<file path="src/rtl/wb_retire_buffer.sv">
// Write-back retire buffer: selects the write-back value, queues retiring results in a FIFO,
// drains one per granted cycle into the regfile and maintains the nzp condition codes.
module wb_retire_buffer #(
    parameter int unsigned WIDTH    = 16,
    parameter int unsigned NSRC     = 4,
    parameter int unsigned DEPTH    = 4,
    parameter int unsigned REG_BITS = 3,
    localparam int unsigned SELW    = (NSRC > 1) ? $clog2(NSRC) : 1,
    localparam int unsigned CNTW    = $clog2(DEPTH) + 1,
    localparam int unsigned NREG    = 2 ** REG_BITS
) (
    input  logic                  clk,
    input  logic                  rst_n,
    input  logic                  in_valid,
    output logic                  in_ready,
    input  logic [NSRC*WIDTH-1:0] in_src,
    input  logic [SELW-1:0]       in_sel,
    input  logic [REG_BITS-1:0]   in_dr,
    input  logic                  in_ld_reg,
    input  logic                  in_ld_cc,
    input  logic                  flush,
    input  logic                  rf_grant,
    output logic [WIDTH-1:0]      reg_data,
    output logic [REG_BITS-1:0]   dest_reg,
    output logic                  ld_reg_store,
    output logic [2:0]            gencc_out,
    output logic [NREG-1:0]       pending_mask,
    output logic [CNTW-1:0]       count
);

    localparam int unsigned PTRW = $clog2(DEPTH);

    logic [WIDTH-1:0]    data_q  [DEPTH];
    logic [WIDTH-1:0]    data_d  [DEPTH];
    logic [REG_BITS-1:0] dr_q    [DEPTH];
    logic [REG_BITS-1:0] dr_d    [DEPTH];
    logic [DEPTH-1:0]    ldreg_q, ldreg_d;
    logic [DEPTH-1:0]    ldcc_q, ldcc_d;
    logic [PTRW-1:0]     wr_ptr_q, wr_ptr_d;
    logic [PTRW-1:0]     rd_ptr_q, rd_ptr_d;
    logic [CNTW-1:0]     count_q, count_d;
    logic [2:0]          cc_q, cc_d;

    logic             full;
    logic             head_valid;
    logic             accept;
    logic             push;
    logic             pop;
    logic [WIDTH-1:0] sel_data;
    logic [WIDTH-1:0] head_data;

    assign full       = (count_q == CNTW'(DEPTH));
    assign head_valid = (count_q != '0);
    assign in_ready   = !full;
    assign accept     = in_valid && in_ready && !flush;
    // No-op retires are handshaken but never occupy a slot.
    assign push       = accept && (in_ld_reg || in_ld_cc);
    assign pop        = head_valid && rf_grant && !flush;
    assign head_data  = data_q[rd_ptr_q];

    always_comb begin
        sel_data = '0;
        for (int k = 0; k < int'(NSRC); k++) begin
            if (32'(in_sel) == k) begin
                sel_data = in_src[k*WIDTH +: WIDTH];
            end
        end
    end

    always_comb begin
        data_d   = data_q;
        dr_d     = dr_q;
        ldreg_d  = ldreg_q;
        ldcc_d   = ldcc_q;
        wr_ptr_d = wr_ptr_q;
        rd_ptr_d = rd_ptr_q;
        count_d  = count_q;
        cc_d     = cc_q;

        if (flush) begin
            rd_ptr_d = '0;
            wr_ptr_d = '0;
            count_d  = '0;
        end else begin
            if (push) begin
                data_d[wr_ptr_q]  = sel_data;
                dr_d[wr_ptr_q]    = in_dr;
                ldreg_d[wr_ptr_q] = in_ld_reg;
                ldcc_d[wr_ptr_q]  = in_ld_cc;
                wr_ptr_d          = wr_ptr_q + PTRW'(1);
            end
            if (pop) begin
                rd_ptr_d = rd_ptr_q + PTRW'(1);
                if (ldcc_q[rd_ptr_q]) begin
                    if (head_data[WIDTH-1]) begin
                        cc_d = 3'b100;
                    end else if (head_data == '0) begin
                        cc_d = 3'b010;
                    end else begin
                        cc_d = 3'b001;
                    end
                end
            end
            count_d = count_q + CNTW'(push) - CNTW'(pop);
        end
    end

    always_ff @(posedge clk or negedge rst_n) begin
        if (!rst_n) begin
            for (int i = 0; i < int'(DEPTH); i++) begin
                data_q[i] <= '0;
                dr_q[i]   <= '0;
            end
            ldreg_q  <= '0;
            ldcc_q   <= '0;
            wr_ptr_q <= '0;
            rd_ptr_q <= '0;
            count_q  <= '0;
            cc_q     <= 3'b010;
        end else begin
            data_q   <= data_d;
            dr_q     <= dr_d;
            ldreg_q  <= ldreg_d;
            ldcc_q   <= ldcc_d;
            wr_ptr_q <= wr_ptr_d;
            rd_ptr_q <= rd_ptr_d;
            count_q  <= count_d;
            cc_q     <= cc_d;
        end
    end

    // An entry is live when its distance from the head is below the occupancy.
    always_comb begin
        logic [PTRW-1:0] off;
        pending_mask = '0;
        for (int i = 0; i < int'(DEPTH); i++) begin
            off = PTRW'(i) - rd_ptr_q;
            if ((CNTW'(off) < count_q) && ldreg_q[i]) begin
                pending_mask[dr_q[i]] = 1'b1;
            end
        end
    end

    assign reg_data     = head_valid ? head_data : '0;
    assign dest_reg     = head_valid ? dr_q[rd_ptr_q] : '0;
    assign ld_reg_store = pop && ldreg_q[rd_ptr_q];
    assign gencc_out    = cc_q;
    assign count        = count_q;

endmodule

</file>
<file path="config.mk">
export PLATFORM = sky130hd
export DESIGN_NAME = wb_retire_buffer
export DESIGN_NICKNAME = d
export VERILOG_FILES = /design/src/rtl/wb_retire_buffer.sv
export SDC_FILE = /design/constraint.sdc
export NUM_CORES = 1
export LEC_CHECK = 0
export CAP_MARGIN = 0
export CORE_MARGIN = 8
export CORE_UTILIZATION = 50
export CTS_CLUSTER_SIZE = 25
export DETAILED_ROUTE_END_ITERATION = 12
export GPL_TIMING_DRIVEN = 0
export HOLD_SLACK_MARGIN = 0.02
export PLACE_DENSITY = 0.82
export SYNTH_ARGS = -nofsm -noshare
export SYNTH_HDL_FRONTEND = slang
export SYNTH_SLANG_ARGS = --single-unit
</file>
<file path="constraint.sdc">
create_clock -name clk -period 3.3 [get_ports clk]
set_clock_uncertainty 0.2 [all_clocks]
set_input_delay 0.33 -clock clk [delete_from_list [all_inputs] [get_ports clk]]
set_output_delay 0.33 -clock clk [all_outputs]
set_load 0.02 [all_outputs]
</file>
==> reports/results.txt <==
GP Congestion - 0.806
Peak VDD IR - 0.000322 V
Port Buf Inserts - 107
Final Cycle Share - 96.7%
Die Y - 118 um
Clock power frac - 14.0%
share of cells above drive strength 1 - 22.0%
clk_lat worst skew - 0.35 ns
core area - 0.0102 mm2
Post-Syn Nets - 452
final setup fails - 0
async set-reset flop share out of synthesis - 100%
num ports - 111
CTS tree - done
post-synthesis register bit count - 94
status - finished clean
ANT nets after route - 0
WHS Path Cells - 2
site row count - 37
CP endpoint kind - primary output
drt total wl - 12.5 mm
Slew Limit Fails - 0
Finished Cell Area - 0.00662 mm2
post-place setup slack - -0.283 ns
commonest non-fill, non-tap cell in the layout - clkdlybuf4s50_1
Max Freq - 313 MHz
Die W - 118 um
P_sw - 0.00179 W
Clk pin slew, worst setup/hold paths - 0.10 ns
Post-Syn Area - 0.00515 mm2
via count - 3571
setup tns final - 0 ns
cts bufs inserted - 9
type of the worst setup path - reg2out
Seq/Total Area, Yosys - 45.7%
Max transition margin - 54.1%
final non-filler cell total - 627
critical path's largest stage delay - 0.48 ns
Least-Margin Pin Slew - 0.688 ns
Root Driver - clkbuf_8
Post-synth EDFFs - 0
number of hold violations in the final report - 0
DP Cell Count - 609
GRT Resource Usage Total - 18.5%
fin nets - 573
largest net degree at the start of global routing - 67
dominant synthesized flop cell - dfrtp_1
DRT Pass-1 Iters - 4
reg2reg setup slack - 0.56 ns
CP Launch Type - register
Min-Delay Path Class - in2reg
Starting DRT DRC Count - 240
remaining routing DRC violations - 0
LEAKAGE - 2.79 nW
slack of the critical path - 0.109 ns
Antenna Cells - 0
DP Wirelength - 9.51 mm
Critical Path Stages - 10
H-tree depth - 3
initial antenna violation count - 0
Buf+Inv Stages, Crit Path - 4
drt via density - 5.70
Pwr Density - 745 mW/mm2
clock sinks - 94
Max Root-Sink Buffers - 2
GRT Residual Overflow - 0
Internal - 0.00315 W
Top Family by Delay on Critical Path - buffers and inverters
synthesized netlist cell count - 365
global-route wire length before repair - 20.7 mm
register share of total power - 38.9%
Placed Area - 0.00642 mm2
arrival time worst endpoint - 2.66 ns
die area - 0.0138 mm2
Worst Path Required - 2.77 ns
cells on worst reg2reg path - 5
Distinct cells, synth - 42
area delta synth->final - 28.6%
Initial Util - 50.6%
final critical-path required period - 3.19 ns
Combinational Power Share - 47.0%
Max-cap violations - 0
syn_area_per_cell - 14.1 um2
vias in the first global route - 3939
most frequent cells in the layout - 98 x clkdlybuf4s50_1, 92 x dfrtp_1, 50 x mux2_1, 35 x mux2_2, 33 x mux4_2
Sw Share - 36.2%
wire length per cell - 19.9 um
Cell Chain, Critical Path - buf_6, xnor2_1, inv_1, ha_1, a21oi_1, o211ai_1, buf_4, o22ai_1, a221o_1, clkdlybuf4s15_1
CP Max Fanout - 10
Synth Warn # - 0
Worst path slowest cell - dfrtp_2
sequential cells by signal, summed over array words and instances (netlist names):
signal and count:
wr_ptr_q 2, count 3, gencc_out 3, ldreg_q 4, dr_q 12, rd_ptr_q 2, data_q 64, ldcc_q 4
worst paths after layout:
path                                          from                        to
max                        rd_ptr_q[1]$_DFFE_PN0P_           pending_mask[1]
max in group asynchronous                    rst_n  gencc_out[1]$_DFFE_PN1P_
min                                          flush   wr_ptr_q[1]$_DFFE_PN0P_
min in group asynchronous                    rst_n    data_q[45]$_DFFE_PN0P_
max reg2reg                rd_ptr_q[1]$_DFFE_PN0P_  gencc_out[0]$_DFFE_PN0P_
min reg2reg                  data_q[4]$_DFFE_PN0P_     data_q[4]$_DFFE_PN0P_
synth_stat cells, types with 5 or more instances:
library cell,instances,area [um2]
and2_1,7,43.8
buf_4,8,60.1
mux2_2,35,394
mux4_2,33,743
mux2_1,50,563
a221o_1,8,80.1
o22ai_1,6,37.5
ha_1,10,125
a21oi_1,6,30.0
dfrtp_1,93,2330
nand2_1,6,22.5
nor2b_1,24,150
nand2b_1,5,31.3
nor2_1,16,60.1
inv_1,10,37.5
power by group through the flow:
stage               Sequential [W]  Clock, W  Combinational, W
floorplan                  0.00185         0           0.00153
global placement           0.00189         0           0.00226
detailed placement         0.00194         0           0.00233
CTS                        0.00192  0.000705           0.00233
global route               0.00198  0.000755           0.00250
finish                     0.00192  0.000693           0.00232
cells by family after synthesis:
kind of cell	after synthesis	synth area share, %
compound gates	31	4.49
simple gates	69	7.46
buf+inv	32	3.47
mux	122	35.0
flops	94	45.7
fa+ha+maj	11	2.82
xor+xnor	6	1.02
routing by layer:
| metal | track usage, % | up-vias | part of all wire, % |
|---|---|---|---|
| li1 | - | 1608 | - |
| met5 | 0 | - | 0 |
| met4 | 5.20 | 0 | 0.99 |
| met3 | 4.94 | 14 | 6.4 |
| met1 | 23.5 | 1820 | 44 |
| met2 | 30.6 | 129 | 49 |
layout make-up:
| class | count | area (um2) |
|---|---|---|
| buffer | 20 | 140 |
| fill | 768 | 3560 |
| sequential | 94 | 2350 |
| multi-input combinational | 239 | 2630 |
| clock buffer | 10 | 128 |
| timing repair buffer | 111 | 1120 |
| tap | 136 | 170 |
| inverter | 11 | 41.3 |
| clock inverter | 6 | 47.5 |
timing repair:
item / in CTS / in global routing
hold buffers: 1 / 0
endpoints found under the hold margin: 28 / 0
setup endpoints to repair: 8 / 8
resized for setup: 11 / 7
pin swaps: 2 / 1
setup buffers: 2 / 0
through the flow:
stage	util [%]	hold slack [ns]	power [W]
final	65.0	0.136	0.00494
after global routing	65.0	0.167	0.00524
after CTS	64.9	0.123	0.00495
after detailed placement	63.0	0.0872	0.00427
after global placement	62.8	0.259	0.00415
after floorplan	-	-0.166	0.00338
No activity file was read; power rests on OpenSTA's default activity.
